`src/rtl/dealer_pkg.sv`:
```
// Shared constants, FSM state type and card-value helpers for the card dealer.
package dealer_pkg;

   localparam int          DECK_SIZE  = 52;
   localparam int          NUM_RANKS  = 13;
   localparam int          LFSR_W     = 6;
   localparam logic [5:0]  LFSR_SEED  = 6'b000001;
   // Feedback taps for x^6 + x^5 + 1: bits 5 and 4 of the shift register.
   localparam logic [5:0]  LFSR_TAPS  = 6'b110000;
   localparam logic [5:0]  DECK_CNT   = 6'd52;
   localparam logic [5:0]  LAST_IDX   = 6'd51;

   typedef enum logic {
      ST_IDLE   = 1'b0,
      ST_SEARCH = 1'b1
   } state_t;

   // Slot index 0..51 to rank 1..13; suits are stacked in blocks of 13.
   function automatic logic [3:0] idx_to_rank(input logic [5:0] idx);
      logic [5:0] r;
      r = idx;
      if (r >= 6'd39)
         r = r - 6'd39;
      else if (r >= 6'd26)
         r = r - 6'd26;
      else if (r >= 6'd13)
         r = r - 6'd13;
      return 4'(r + 6'd1);
   endfunction

   // Face cards are worth half a point; everything else is its rank.
   function automatic logic [4:0] rank_to_half(input logic [3:0] rank);
      return (rank > 4'd10) ? 5'd1 : {rank, 1'b0};
   endfunction

endpackage

```
`src/rtl/dealer_lfsr.sv`:
```
// Free-running 6-bit Fibonacci LFSR (x^6 + x^5 + 1), asynchronously reset to the seed.
module dealer_lfsr
   import dealer_pkg::*;
(
   input  logic              clk,
   input  logic              rst_n,
   output logic [LFSR_W-1:0] o_lfsr
);

   logic [LFSR_W-1:0] r_lfsr;
   logic              w_fb;

   assign w_fb   = ^(r_lfsr & LFSR_TAPS);
   assign o_lfsr = r_lfsr;

   always_ff @(posedge clk or negedge rst_n) begin
      if (!rst_n)
         r_lfsr <= LFSR_SEED;
      else
         r_lfsr <= {r_lfsr[LFSR_W-2:0], w_fb};
   end

endmodule

```
`src/rtl/card_dealer.sv`:
```
// Deals cards from a 52-slot deck without repeats until shuffled.
// DEALER_DEBUG_SEQ_EN: every search starts at slot 0, dealing cards in index order.
module card_dealer
   import dealer_pkg::*;
(
   input  logic       clk,
   input  logic       rst_n,
   input  logic       draw_req,
   input  logic       shuffle,
   output logic       card_valid,
   output logic [3:0] card_rank,
   output logic [4:0] card_half,
   output logic [5:0] cards_left,
   output logic       deck_empty,
   output logic       busy
);

   // Handshake: draw_req and shuffle are single-cycle pulses with no ready;
   // a draw is accepted only in IDLE with cards remaining, otherwise dropped.
   // card_valid is a one-cycle pulse; rank/half hold until the next pulse.

   state_t              r_state;
   logic [DECK_SIZE-1:0] r_used;
   logic [5:0]          r_ptr;
   logic [5:0]          r_cards_left;
   logic                r_deck_empty;
   logic                r_busy;
   logic                r_card_valid;
   logic [3:0]          r_card_rank;
   logic [4:0]          r_card_half;

   logic [LFSR_W-1:0]   w_lfsr;
   logic [5:0]          w_start;
   logic [3:0]          w_rank;

   dealer_lfsr u_lfsr (
      .clk    (clk),
      .rst_n  (rst_n),
      .o_lfsr (w_lfsr)
   );

`ifdef DEALER_DEBUG_SEQ_EN
   assign w_start = 6'd0;
`else
   // LFSR never reaches 0 and tops out at 63, so one fold lands in 0..51.
   assign w_start = (w_lfsr < DECK_CNT) ? w_lfsr : (w_lfsr - DECK_CNT);
`endif

   assign w_rank = idx_to_rank(r_ptr);

   always_ff @(posedge clk or negedge rst_n) begin
      if (!rst_n) begin
         r_state      <= ST_IDLE;
         r_used       <= '0;
         r_ptr        <= 6'd0;
         r_cards_left <= DECK_CNT;
         r_deck_empty <= 1'b0;
         r_busy       <= 1'b0;
         r_card_valid <= 1'b0;
         r_card_rank  <= 4'd0;
         r_card_half  <= 5'd0;
      end else begin
         r_card_valid <= 1'b0;
         if (shuffle) begin
            // Shuffle outranks any draw or search in flight.
            r_used       <= '0;
            r_cards_left <= DECK_CNT;
            r_deck_empty <= 1'b0;
            r_state      <= ST_IDLE;
            r_busy       <= 1'b0;
         end else begin
            case (r_state)
               ST_IDLE: begin
                  if (draw_req && !r_deck_empty) begin
                     r_ptr   <= w_start;
                     r_state <= ST_SEARCH;
                     r_busy  <= 1'b1;
                  end
               end
               ST_SEARCH: begin
                  if (!r_used[r_ptr]) begin
                     r_used[r_ptr] <= 1'b1;
                     r_card_rank   <= w_rank;
                     r_card_half   <= rank_to_half(w_rank);
                     r_card_valid  <= 1'b1;
                     r_cards_left  <= r_cards_left - 6'd1;
                     r_deck_empty  <= (r_cards_left == 6'd1);
                     r_state       <= ST_IDLE;
                     r_busy        <= 1'b0;
                  end else begin
                     r_ptr <= (r_ptr == LAST_IDX) ? 6'd0 : (r_ptr + 6'd1);
                  end
               end
               default: begin
                  r_state <= ST_IDLE;
                  r_busy  <= 1'b0;
               end
            endcase
         end
      end
   end

   assign card_valid = r_card_valid;
   assign card_rank  = r_card_rank;
   assign card_half  = r_card_half;
   assign cards_left = r_cards_left;
   assign deck_empty = r_deck_empty;
   assign busy       = r_busy;

endmodule

```
`config.mk`:
```
export PLATFORM = sky130hd
export DESIGN_NAME = card_dealer
export DESIGN_NICKNAME = d
export VERILOG_FILES = /design/src/rtl/dealer_pkg.sv /design/src/rtl/dealer_lfsr.sv /design/src/rtl/card_dealer.sv
export SDC_FILE = /design/constraint.sdc
export NUM_CORES = 1
export LEC_CHECK = 0
export ABC_CLOCK_PERIOD_IN_PS = 3600
export BUFFER_PORTS_ARGS = -buffer_cell sky130_fd_sc_hd__clkbuf_2
export CAP_MARGIN = 20
export CORE_AREA = 8 8 96 98
export CTS_CLUSTER_DIAMETER = 40
export DETAILED_ROUTE_END_ITERATION = 12
export DIE_AREA = 0 0 104 106
export PLACE_DENSITY = 0.85
export SYNTH_ARGS = -nofsm -noshare
export SYNTH_HDL_FRONTEND = slang
export SYNTH_SLANG_ARGS = --single-unit
```
`constraint.sdc`:
```
create_clock -name clk -period 3.6 [get_ports clk]
set_input_delay 0.18 -clock clk [delete_from_list [all_inputs] [get_ports clk]]
set_output_delay 0.18 -clock clk [all_outputs]
set_load 0.05 [all_outputs]
```
After elaboration in Yosys (flattened, before gate mapping)
Index checks and enable logic that the tools add are counted.

storage, ports and cells
  bits in registers = 83
  bits of input ports = 4
  output and inout bits = 18
  word-level logic and storage cells = 77

operators by class
  add/sub/neg operators = 7
  order comparisons = 7
  eq/ne operators = 7
  multiplexer cells = 33
  bitwise gates (word level) = 4
  reduce and logical (&&, ||, !) cells = 9

operators by type and width
  cell                                                 number
  2-to-1 mux 52 bit                                    3
  OR 52 bit                                            1
  2-to-1 mux 6 bit                                     7
  2-to-1 mux 1 bit                                     14
  2-to-1 mux 4 bit                                     3
  one-hot mux 6 bit (2 select lines)                   1
  subtractor 4 bit, second input constant              2
  < comparator 6 x 7 -> 1 bit, second input constant   1
  adder 6 x 1 -> 6 bit, second input constant          1
  binary-select mux 1 bit (select 6 bit)               1
  demux 1 bit (select 6 bit)                           1
  == test 6 x 1 -> 1 bit, second input constant        1
  == test 6 bit, second input constant                 1
  >= comparator 6 x 1 -> 1 bit, second input constant  1
  >= comparator 6 x 4 -> 1 bit, second input constant  1
  >= comparator 6 x 5 -> 1 bit, second input constant  1
  >= comparator 6 bit, second input constant           1
  < comparator 6 bit, second input constant            1
  != test 3 bit, second input constant                 2
  AND reduction 3 bit                                  2
  XOR reduction 6 bit                                  1
  subtractor 6 x 1 -> 6 bit, second input constant     1
  subtractor 6 bit, second input constant              1
  2-to-1 mux 5 bit                                     1
  11 further kinds                                     17

Logic depth before layout (Yosys ltp)
  word-level depth = 8
  gate-level depth with buffers = 14
  depth with buffers taken out = 13

By module
Synthesis repeated with hierarchy kept, for this count alone.

unflattened totals
  cells, all modules = 433
  area total of the unflattened synthesis = 4409.2 sq um

by module, submodules not included
  module       times used  cells each  area an instance (sq um)  seq. area each (sq um)
  card_dealer  1           426         4249.1                    1930.6
  dealer_lfsr  1           7           160.2                     151.4

Worst setup path after synthesis
No wires, ideal clock.

  path kind = register to register
  start point = register r_ptr[0]
  end point = register r_card_half[0], in the netlist card_half[0]
  library setup time = 0.121 ns
  data arrival time = 3.030 ns
  required time = 3.479 ns
  setup slack = 0.449 ns
  cell stages (with the launch flop) = 14
  path buffers = 1
  clock period less this slack = 3.151 ns
  path through = dfrtp_1 -> buf_2 -> clkinv_1 -> ha_1 -> or3_1 -> a31oi_4 -> a21boi_0 -> xnor2_1 -> inv_1 -> ha_1 -> nor2b_1 -> nor3b_1 -> nor2_1 -> a22o_1

between the ends
  word-level cells in the longest chain between the ends = 7

ends and longest elaborated chain
  what                                                              RTL line                            RTL
  start, declared                                                   card_dealer.sv:24                   logic [5:0] r_ptr;
  start signal, assigned                                            card_dealer.sv:75                   r_ptr <= w_start;
  start signal, assigned                                            card_dealer.sv:91                   r_ptr <= (r_ptr == LAST_IDX) ? 6'd0 : (r_ptr + 6'd1);
  >= comparator 6 x 4 -> 1 bit or subtractor 4 bit (tied branches)  dealer_pkg.sv:26, dealer_pkg.sv:27
  2-to-1 mux 4 bit                                                  dealer_pkg.sv:26                    else if (r >= 6'd13)
  2-to-1 mux 4 bit                                                  dealer_pkg.sv:24                    else if (r >= 6'd26)
  2-to-1 mux 4 bit (*)                                              dealer_pkg.sv:22                    if (r >= 6'd39)
  adder 4 x 1 -> 4 bit (*)                                          dealer_pkg.sv:28                    return 4'(r + 6'd1);
  via w_rank[1]                                                     card_dealer.sv:34                   logic [3:0] w_rank;
  greater-than comparator 4 bit (*)                                 dealer_pkg.sv:33                    return (rank > 4'd10) ? 5'd1 : {rank, 1'b0};
  2-to-1 mux 5 bit (*)                                              dealer_pkg.sv:33
  end signal, assigned                                              card_dealer.sv:84                   r_card_half <= rank_to_half(w_rank);
  end, declared                                                     card_dealer.sv:30                   logic [4:0] r_card_half;

The timed path passes the listed nets; every way through them passes the cells marked *. The select of a mux whose other input is x is not followed.
A chain may end at the register's enable or synchronous reset.

Final worst setup path
Ends and elaborated chain as after synthesis.

==> impl_metrics.yaml <==
timing:
  worstMarginPinSlew_ns: 0.845
  maxSlewHeadroom_pct: 43.7
  post-route-min-period_ns: 3.25
  finalSetupViolCount: 0
  finalHoldViolations: 0
  fin_setup_tns_ns: 0
  max_freq_mhz: 308
  hold_ws_ns: 0.248
  grt_setup_unrepaired: "false"
  skew_ns: 0.00984
  setup_slack_ns: 0.350
  period_share_pct: 90.3
  slew_viol_final: 0
setup_path:
  cp-end-kind: "flop"
  start_kind: "flop"
  r2r_end: "card_half[0]$_DFFE_PN0P_"
  reg2reg_from: "r_ptr[0]$_DFFE_PN0P_"
  crit_start: "r_ptr[0]$_DFFE_PN0P_"
  r2r_slack_ns: 0.35
  rr_worst_depth: 12
  worstPathArrival_ns: 3.51
  required_ns: 3.86
  setup.worst_path.class: "flop to flop"
  path_max_fanout: 21
cts:
  post_cts_resized: 0
  cts_num_sinks: 83
  clock_path_buffers: 2
  clk_pin_slew_ns: 0.09
  cts_buffers: 9
  cts-root-buf: "clkbuf_8"
  htree_levels: 3
  cts_tree: "done"
  clock_latency_ns: 0.37
cells_and_area:
  nets: 482
  antenna_cells: 0
  drive_gt1_share_pct: 19.2
  syn_to_final_growth_pct: 7.23
power:
  pwr-share-comb_pct: 29.1
  intPower_mw: 1.51
  swShare_pct: 37.8
  power_frac_seq_pct: 42.6
  peakVddDrop_mv: 0.189
  power_switching_uw: 916
  powerDensity_nw_per_um2: 487
  p_clk_share_pct: 28.3
  leakagePower_nw: 2.18
flow_run:
  maxCapViolCount: 0
detailed_routing:
  drt-vias-per-instance: 6.65
  firstDrtPassIters: 6
  wl_per_cell_um: 19.5
  ant_nets: 0
  drc: 0
  vias: 3810
  first_iter_violations: 410
  wl_mm: 11.2
global_route:
  grt_start_max_net_pins: 84
  antenna_found_initial: 0
  grt_pass1_wl_mm: 19.0
  grt_pass1_vias: 3710
  grt_remaining_overflow: 0
  grt.total_usage_pct: 21.1
floorplanning:
  core_area_um2: 7850
  io_pins: 22
  die_area_um2: 11000
  rows: 33
  start_util_pct: 59.1
  die_x_um: 104
  die_h_um: 106
synth:
  synth-seq-area-share_pct: 44.9
  yosys.area_share.simple_pct: 16.4
  ys.flop_type: "dfrtp_1"
  avgSynthCellArea_um2: 10.3
  synth_compound_area_share_pct: 20.0
  synthAdderAreaFrac_pct: 4.05
  synth_area_um2: 4640
  muxShareOfSynthArea_pct: 6.69
  ys_warn_count: 0
  postSynthNetCount: 470
  netlist_instances: 451
  async_flop_share_pct: 100
  synth.distinct_cells: 73
  synth_top_family_by_area: "compound AO/OA/AOI/OAI gates"
  synth-xor-area-share_pct: 1.32
  synth_edf_count: 0
  yosys_register_bits: 83
placed_design:
  gp_congestion: 0.905
  place_hpwl_mm: 7.32
  place_ws_ns: 0.496
  port_buffers: 21
status:
  outcome: "finished, final reports clean"
worst_hold_path:
  hold_class: "input pin to async pin"
[stage by stage]
stage	cell area (µm²)	utilization (%)	total power [mW]	cells
5_1_grt	4970	63.4	2.53	573
6_report	4970	63.4	2.42	573
4_1_cts	4930	62.9	2.42	571
3_5_place_dp	4740	60.4	1.75	555
2_1_floorplan	4640	-	1.58	451
3_3_place_gp	4740	60.4	1.72	555
[Yosys cell counts (3+ instances only)]
library cell / count / area [µm²]
nand2_1: 27 / 101
nand2b_1: 6 / 37.5
nand3_1: 6 / 30.0
mux2i_1: 7 / 70.1
buf_6: 4 / 45.0
inv_2: 3 / 11.3
a31oi_1: 13 / 81.3
mux4_2: 5 / 113
o32ai_1: 4 / 35.0
a22o_1: 4 / 35.0
nor3_1: 17 / 85.1
dfstp_2: 4 / 105
o21ai_0: 17 / 85.1
inv_1: 19 / 71.3
ha_1: 15 / 188
nor4_1: 4 / 25.0
a32o_1: 7 / 70.1
buf_8: 3 / 45.0
a41oi_1: 5 / 43.8
dfrtp_1: 79 / 1980
nor2_1: 58 / 218
xnor2_1: 5 / 43.8
and2_1: 6 / 37.5
nor3b_1: 3 / 22.5
clkbuf_1: 14 / 52.6
a21oi_1: 22 / 110
o2bb2ai_2: 6 / 90.1
nor2b_1: 7 / 43.8
o22ai_1: 5 / 31.3
buf_2: 8 / 40.0
o2bb2ai_1: 7 / 61.3
a211oi_1: 4 / 30.0
mux2_2: 9 / 101
[state kept, by name, summed over array words and instances, names as in the netlist]
signal         cells
card_rank          4
card_valid         1
r_ptr              6
card_half          5
cards_left         6
r_state            1
r_used            52
deck_empty         1
busy               1
u_lfsr.o_lfsr      6
[power by group through the flow]
stage,sequential [mW],combinational (mW),clock [mW]
2_1_floorplan,1.18,0.401,0
3_3_place_gp,1.05,0.673,0
3_5_place_dp,1.05,0.694,0
4_1_cts,1.03,0.695,0.696
5_1_grt,1.04,0.754,0.731
6_report,1.03,0.704,0.686
[worst max path at each step]
stage                                           to  cells past startpoint
after detailed placement  card_half[0]$_DFFE_PN0P_                     12
after CTS                 card_half[0]$_DFFE_PN0P_                     12
after global placement    card_half[0]$_DFFE_PN0P_                     10
after floorplan           card_half[0]$_DFFE_PN0P_                     13
after global routing      card_half[0]$_DFFE_PN0P_                     12
final                     card_half[0]$_DFFE_PN0P_                     12
[logic make-up (layout without fill, tap and decap cells)]
| kind of cell | after synthesis | in the layout |
|---|---|---|
| fa+ha+maj | 15 | 15 |
| simple gates | 148 | 148 |
| flops | 83 | 83 |
| buf+inv | 56 | 73 |
| compound gates | 119 | 119 |
| mux | 23 | 23 |
| xor+xnor | 7 | 7 |
[worst max-delay path, cell delays in order, from the launching register on]
cell and delay (ns):
dfrtp_1 0.37, buf_4 0.27, ha_1 0.39, nand2_1 0.14, a21o_1 0.26, a21boi_0 0.17
xnor2_1 0.33, inv_1 0.14, ha_1 0.35, nor2b_1 0.16, nor3b_1 0.27, nor2_1 0.09
a22o_1 0.20
[cells in the final DEF (no fill, tap or decap), types with 6 or more instances in the layout]
| cell type | netlist | layout |
|---|---|---|
| inv_1 | 19 | 19 |
| mux2_2 | 9 | 9 |
| ha_1 | 15 | 15 |
| clkbuf_2 | 0 | 20 |
| nand2b_1 | 6 | 6 |
| nor2b_1 | 7 | 7 |
| a21oi_1 | 22 | 22 |
| o21ai_0 | 17 | 17 |
| and2_1 | 6 | 6 |
| nand3_1 | 6 | 6 |
| o2bb2ai_2 | 6 | 6 |
| dfrtp_1 | 79 | 79 |
| nand2_1 | 27 | 27 |
| a32o_1 | 7 | 7 |
| buf_4 | 1 | 11 |
| a31oi_1 | 13 | 13 |
| nor2_1 | 58 | 58 |
| o2bb2ai_1 | 7 | 7 |
| clkbuf_8 | 0 | 9 |
| nor3_1 | 17 | 17 |
| mux2i_1 | 7 | 7 |
[routing by layer]
metal | track usage (%) | part of all wire [%] | vias up
met2 | 33.5 | 48 | 210
li1 | - | - | 1667
met1 | 26.2 | 41 | 1898
met3 | 5.26 | 7.6 | 35
met5 | 0 | 0 | -
met4 | 10.7 | 2.7 | 0
[layout make-up]
class / count / area [µm²]
clock buffer: 9 / 124
clock inverter: 7 / 73.8
fill: 627 / 2870
inverter: 24 / 92.6
multi-input combinational: 312 / 2250
sequential: 83 / 2080
tap: 105 / 131
timing repair buffer: 33 / 220
[timing repair]
| action | CTS | global route |
|---|---|---|
| hold buffers | 0 | 1 |
| hold endpoints to repair | 0 | 22 |
| buffers inserted | 0 | 0 |
Note: power is estimated with default switching activity, not from simulation.
